[config.mk]
export PLATFORM = sky130hd
export DESIGN_NAME = sect163r2_pt_mul_req
export DESIGN_NICKNAME = d
export VERILOG_FILES = /design/src/rtl/sect163r2_pt_mul_req.sv
export SDC_FILE = /design/constraint.sdc
export NUM_CORES = 1
export LEC_CHECK = 0
export ABC_AREA = 1
export CORE_AREA = 2 2 392 394
export CTS_CLUSTER_DIAMETER = 100
export CTS_CLUSTER_SIZE = 12
export DETAILED_ROUTE_END_ITERATION = 16
export DIE_AREA = 0 0 394 396
export PLACE_DENSITY = 0.35
export SLEW_MARGIN = 40
export SYNTH_ARGS = -nofsm -noshare
export SYNTH_HDL_FRONTEND = slang
export SYNTH_SLANG_ARGS = --single-unit
[constraint.sdc]
create_clock -name clk -period 1.95 [get_ports clk]
set_input_delay 0.39 -clock clk [delete_from_list [all_inputs] [get_ports clk]]
set_output_delay 0.39 -clock clk [all_outputs]
set_load 0.05 [all_outputs]
[src/rtl/sect163r2_pt_mul_req.sv]
// Request/response sequencer for the sect163r2_pt_mul core: one scalar in, one (x,y) out.
// Define SECT163R2_PT_MUL_REQ_ZERO_BYPASS_EN to answer d==0 directly with the point at infinity.
module sect163r2_pt_mul_req #(
    parameter int LatW = 16
) (
    input  logic            clk,
    input  logic            rst_n,
    input  logic            clr,
    input  logic            req_valid,
    output logic            req_ready,
    input  logic [162:0]    req_d,
    output logic            rsp_valid,
    input  logic            rsp_ready,
    output logic [162:0]    rsp_x,
    output logic [162:0]    rsp_y,
    output logic [LatW-1:0] lat,
    output logic            busy,
    output logic            core_clr,
    output logic            core_start,
    output logic [162:0]    core_d,
    input  logic            core_done,
    input  logic [162:0]    core_x,
    input  logic [162:0]    core_y
);

    localparam logic [1:0] S_IDLE  = 2'd0;
    localparam logic [1:0] S_START = 2'd1;
    localparam logic [1:0] S_BUSY  = 2'd2;
    localparam logic [1:0] S_RESP  = 2'd3;

    logic [1:0]      state_q, state_d;
    logic [162:0]    d_q, d_d;
    logic [162:0]    rsp_x_q, rsp_x_d;
    logic [162:0]    rsp_y_q, rsp_y_d;
    logic [LatW-1:0] cnt_q, cnt_d, cnt_inc;
    logic [LatW-1:0] lat_q, lat_d;
    logic            done_q;
    logic            done_edge;
    logic            rsp_valid_q, core_start_q, busy_q;

    assign cnt_inc   = (&cnt_q) ? cnt_q : cnt_q + LatW'(1);
    assign done_edge = core_done && !done_q;

    // NOTE: every always_comb target gets a default first so no path can infer a latch.
    always_comb begin
        state_d = state_q;
        d_d     = d_q;
        rsp_x_d = rsp_x_q;
        rsp_y_d = rsp_y_q;
        cnt_d   = cnt_q;
        lat_d   = lat_q;
        case (state_q)
            S_IDLE: begin
                if (req_valid) begin
                    d_d     = req_d;
                    state_d = S_START;
`ifdef SECT163R2_PT_MUL_REQ_ZERO_BYPASS_EN
                    if (req_d == '0) begin
                        state_d = S_RESP;
                        rsp_x_d = '0;
                        rsp_y_d = '0;
                        lat_d   = '0;
                    end
`endif
                end
            end
            S_START: begin
                cnt_d   = '0;
                state_d = S_BUSY;
            end
            S_BUSY: begin
                // lat counts BUSY cycles including the edge cycle, hence the incremented value.
                cnt_d = cnt_inc;
                if (done_edge) begin
                    rsp_x_d = core_x;
                    rsp_y_d = core_y;
                    lat_d   = cnt_inc;
                    state_d = S_RESP;
                end
            end
            default: begin
                if (rsp_ready) state_d = S_IDLE;
            end
        endcase
        if (clr) begin
            state_d = S_IDLE;
            d_d     = '0;
            rsp_x_d = '0;
            rsp_y_d = '0;
            lat_d   = '0;
        end
    end

    // NOTE: sequential state uses non-blocking assignments so all flops update together.
    always_ff @(posedge clk or negedge rst_n) begin
        if (!rst_n) begin
            state_q      <= S_IDLE;
            d_q          <= '0;
            rsp_x_q      <= '0;
            rsp_y_q      <= '0;
            cnt_q        <= '0;
            lat_q        <= '0;
            done_q       <= 1'b0;
            rsp_valid_q  <= 1'b0;
            core_start_q <= 1'b0;
            busy_q       <= 1'b0;
        end else begin
            state_q      <= state_d;
            d_q          <= d_d;
            rsp_x_q      <= rsp_x_d;
            rsp_y_q      <= rsp_y_d;
            cnt_q        <= cnt_d;
            lat_q        <= lat_d;
            done_q       <= core_done;
            rsp_valid_q  <= (state_d == S_RESP);
            core_start_q <= (state_d == S_START);
            busy_q       <= (state_d != S_IDLE);
        end
    end

    assign req_ready  = (state_q == S_IDLE);
    assign core_d     = (state_q == S_START) ? d_q : '0;
    assign core_clr   = clr;
    assign core_start = core_start_q;
    assign rsp_valid  = rsp_valid_q;
    assign busy       = busy_q;
    assign rsp_x      = rsp_x_q;
    assign rsp_y      = rsp_y_q;
    assign lat        = lat_q;

endmodule

# After elaboration in Yosys (flattened, before gate mapping)
# Cells that the tools add are included.
# word_totals
reg_bits	527
wordCells	47
# classes
addsub	1
eq_ne	4
mux	20
n_reduce_logical	12
# op_table
cell	n
163-bit 2-to-1 mux	10
16-bit 2-to-1 mux	4
16-bit case mux with 2 select lines	1
16-bit by 1-bit adder with 16-bit output, second input constant	1
16-bit AND reduction	1
2-bit nonzero test	6
2-bit 2-to-1 mux	4
2-bit case mux with 3 select lines	1
2-bit by 1-bit == test with 1-bit output, second input constant	2
2-bit == test, second input constant	2
2-bit AND reduction	2
2-bit logical NOT	1
1-bit logical AND	1
1-bit logical NOT	1

# Logic depth before layout (Yosys ltp)
# logic_depth
ltp_word	6
depth_mapped	10
ltp_nobuf	9

# Worst setup path after synthesis
# Ideal clock, no wire load.
# synth_path
kind	register to output
from	register state_q[1]
to	output port core_d[100]
arrival_time_ns	1.674
t_required_ns	1.560
setup_slack_ns	-0.114
path_stages_with_launch	8
n_path_buf	3
path_cell_list	dfrtp_1 inv_1 ha_1 clkbuf_1 clkbuf_1 buf_2 nand2_1 inv_1
# synth_between
elab_chain_cells	2
# synth_lines
item	line_no	text
start: declaration	31	logic [1:0] state_q, state_d;
start signal: assignment	108	state_q <= state_d;
2-bit by 1-bit == test with 1-bit output	122	assign core_d = (state_q == S_START) ? d_q : '0;
163-bit 2-to-1 mux	122	
end: declaration	20	output logic [162:0] core_d,
# Every way passes these cells.

# Final worst setup path
# layout_path
from	register state_q[0]
to	output port core_d[111]
# The elaborated chain is that of the path after synthesis.

==> flow_summary.toml <==
[outcome]
outcome = "finished with violations"
violations = "setup timing"

[worst_setup_path]
cp_common_cell = "buf_12"
crit_slowest_cell = "dfrtp_1"
worst-path-max-fanout = 23
ff2ff_path_depth = 14
ff2ff_setup_slack_ns = -0.32
startpoint = "state_q[0]$_DFF_PN0_"
critPathBufInv = 5
cp.arrival_ns = 2.05
reg2reg_to = "rsp_x[25]$_DFFE_PN0P_"
crit_path_end_kind = "primary output"
crit_family = "buffers and inverters"
critPathRequiredTime_ns = 1.56
slowest_delay_ns = 0.40
path_class = "flop to primary output"
rr_startpoint = "state_q[0]$_DFF_PN0_"
cp-start-kind = "flop"
cp_cell_sequence = "buf_6 -> ha_4 -> buf_12 -> buf_12 -> nand2_1 -> clkinvlp_4 -> buf_12"

[routing]
post-route-drc-count = 0
wl_per_cell_um = 24.6
drt_iter0_markers = 913
vias_per_cell = 3.82
wirelength_mm = 127
vias = 19721
dr.pass1.iters = 5
antenna_left = 0

[synth]
netlist_area_um2 = 21300
ys_types = 25
syn_area_per_cell_um2 = 10.4
yosysSeqAreaShare_pct = 61.8
synth-seq-cells = 527
netlist_instances = 2056
synth_nets = 2556
yosysWarnings = 0

[cells_and_area]
syn_to_final_growth_pct = 83.5
fin_util_pct = 25.8
final_area_um2 = 39100
final_common_cell = "dfrtp_1"
nets = 3618
drive_gt1_share_pct = 31.1
fill_cells = 16176
layout_common_cells = "527 x dfrtp_1, 491 x clkdlybuf4s50_1, 326 x a22o_1, 324 x buf_4, 261 x nand2_1"

[die]
core_area_um2 = 152000
die_w_um = 394
die_h_um = 396
design.die.area_um2 = 156000
fp-row-count = 143
start_util_pct = 14.1
ios = 1005

[placement]
hpwl_mm = 92.6
place_area_um2 = 35700
port_buffers = 1004
routabilityCongestion = 0.831

[sta]
fin_skew_ns = 0.0636
fmax_ghz = 0.410
layout_setup_ws_ns = -0.488
setup_violations = 663
relSlewSlack_pct = 60.0
finalCritPeriodShare_pct = 125
fin_crit_ns = 2.44
hold_viol = 0
slew_violations = 0
tightest_slew_ns = 0.600
rsz0062_at_grt = "yes"

[clock_network]
cts_htree_levels = 2
cts_tree = "done"
clock_latency_ns = 0.69
cts_root_buffer = "clkbuf_16"
cts.sinks = 527
clock_path_buffers = 3
cts_buffers = 54
clkTransAtPathRegs_ns = 0.07

[global_route]
grt_pass1_vias = 20352
track_usage_pct = 15.0
grt_pass1_wl_mm = 168
overflow = 0
antenna_found_initial = 40
grt_max_degree = 86

[power_and_ir_drop]
finalPower_mw = 36.9
p_per_area_nw_per_um2 = 942
p_leak_nw = 18.3
vdd_drop_max_v = 0.000833

[job]
maxCapViolations = 0

[worst_hold_path]
hold_path.class = "input pin to asynchronous set/reset pin"
-- per-layer routing --
metal  GRT usage [%]  vias up  wire, µm
met4            3.32       60      2680
li1                -     9009         -
met2            27.2      632     66800
met3            5.32      167      9390
met1            16.8     9853     47900
met5               0        -       395
-- through the flow --
stage	setup TNS (ns)	instances	hold WS [ns]	setup WS (ns)
CTS	-173.68	5120	0.154	-0.567
finish	-158.42	5167	0.216	-0.488
detailed placement	-36.28	5027	0.270	-0.152
global placement	-33.21	5027	0.271	-0.161
floorplan	0	2056	0.0944	0.0300
global route	-227.38	5163	0.166	-0.597
-- report_power, final --
part | total, mW | internal, mW | switching [mW]
clock network | 10.3 | 5.26 | 5.04
registers | 12.9 | 12.1 | 0.813
logic | 13.7 | 5.55 | 8.14
total | 36.9 | 22.9 | 14.0
-- logic make-up (layout without fill, tap and decap cells) --
logic type	count (synthesis)	after routing	share of synthesized area [%]
flops	527	527	61.8
other cells	0	7	0
xor+xnor	6	6	0.246
fa+ha+maj	5	5	0.293
compound gates	502	502	17.6
buf+inv	429	1503	8.43
simple gates	587	587	11.6
-- flip-flops by register name, indices dropped and copies added (netlist names) --
register / cells
done_q: 1
rsp_x: 163
core_start: 1
rsp_valid: 1
busy: 1
lat: 16
state_q: 2
d_q: 163
cnt_q: 16
rsp_y: 163
-- cells in the mapped netlist --
master	number	share of area, %
a22o_1	326	13
dfrtp_1	527	62
buf_6	1	0.053
a21oi_1	83	1.9
nor2_1	22	0.39
nor3_1	1	0.023
nand2_2	4	0.12
o31ai_1	1	0.035
nand4_1	5	0.15
a21oi_4	1	0.076
buf_4	31	1.1
nor2_2	1	0.029
nor2_4	2	0.11
nand3_1	179	4.2
buf_2	51	1.2
inv_2	2	0.035
o21ai_2	1	0.041
nand2_1	372	6.5
buf_1	15	0.26
xor2_1	6	0.25
o21ai_0	90	2.1
clkbuf_1	61	1.1
inv_1	268	4.7
nand3_2	1	0.047
ha_1	5	0.29
-- final cells by class --
cell class	instances	area (µm²)	share of cell area, %
Sequential cell	527	13200	33.7
Multi-Input combinational cell	1100	6880	17.6
Clock buffer	57	1390	3.56
Clock inverter	11	174	0.444
Tap cell	2030	2540	6.49
Antenna cell	7	17.5	0.0448
Inverter	270	1300	3.33
Timing Repair Buffer	1165	13600	34.9
-- how the worst max path moves through the flow --
stage                                   to  slack, ns  depth (start not counted)
finish                         core_d[111]      -0.49                          7
global route                   core_d[145]      -0.60                          7
CTS                            core_d[111]      -0.57                          7
detailed placement  rsp_y[101]$_DFFE_PN0P_      -0.15                          6
global placement       lat[12]$_DFFE_PN0P_      -0.16                          7
floorplan                      core_d[100]       0.03                          7
-- repair_timing --
action	in CTS	in global routing
hold buffers	1	0
cloned	8	28
hold endpoints to repair	308	0
pin swaps	1	32
resized for setup	418	88
buffers inserted	17	18
endpoints found under the setup margin	246	675
Note: power is estimated with default switching activity, not from simulation.
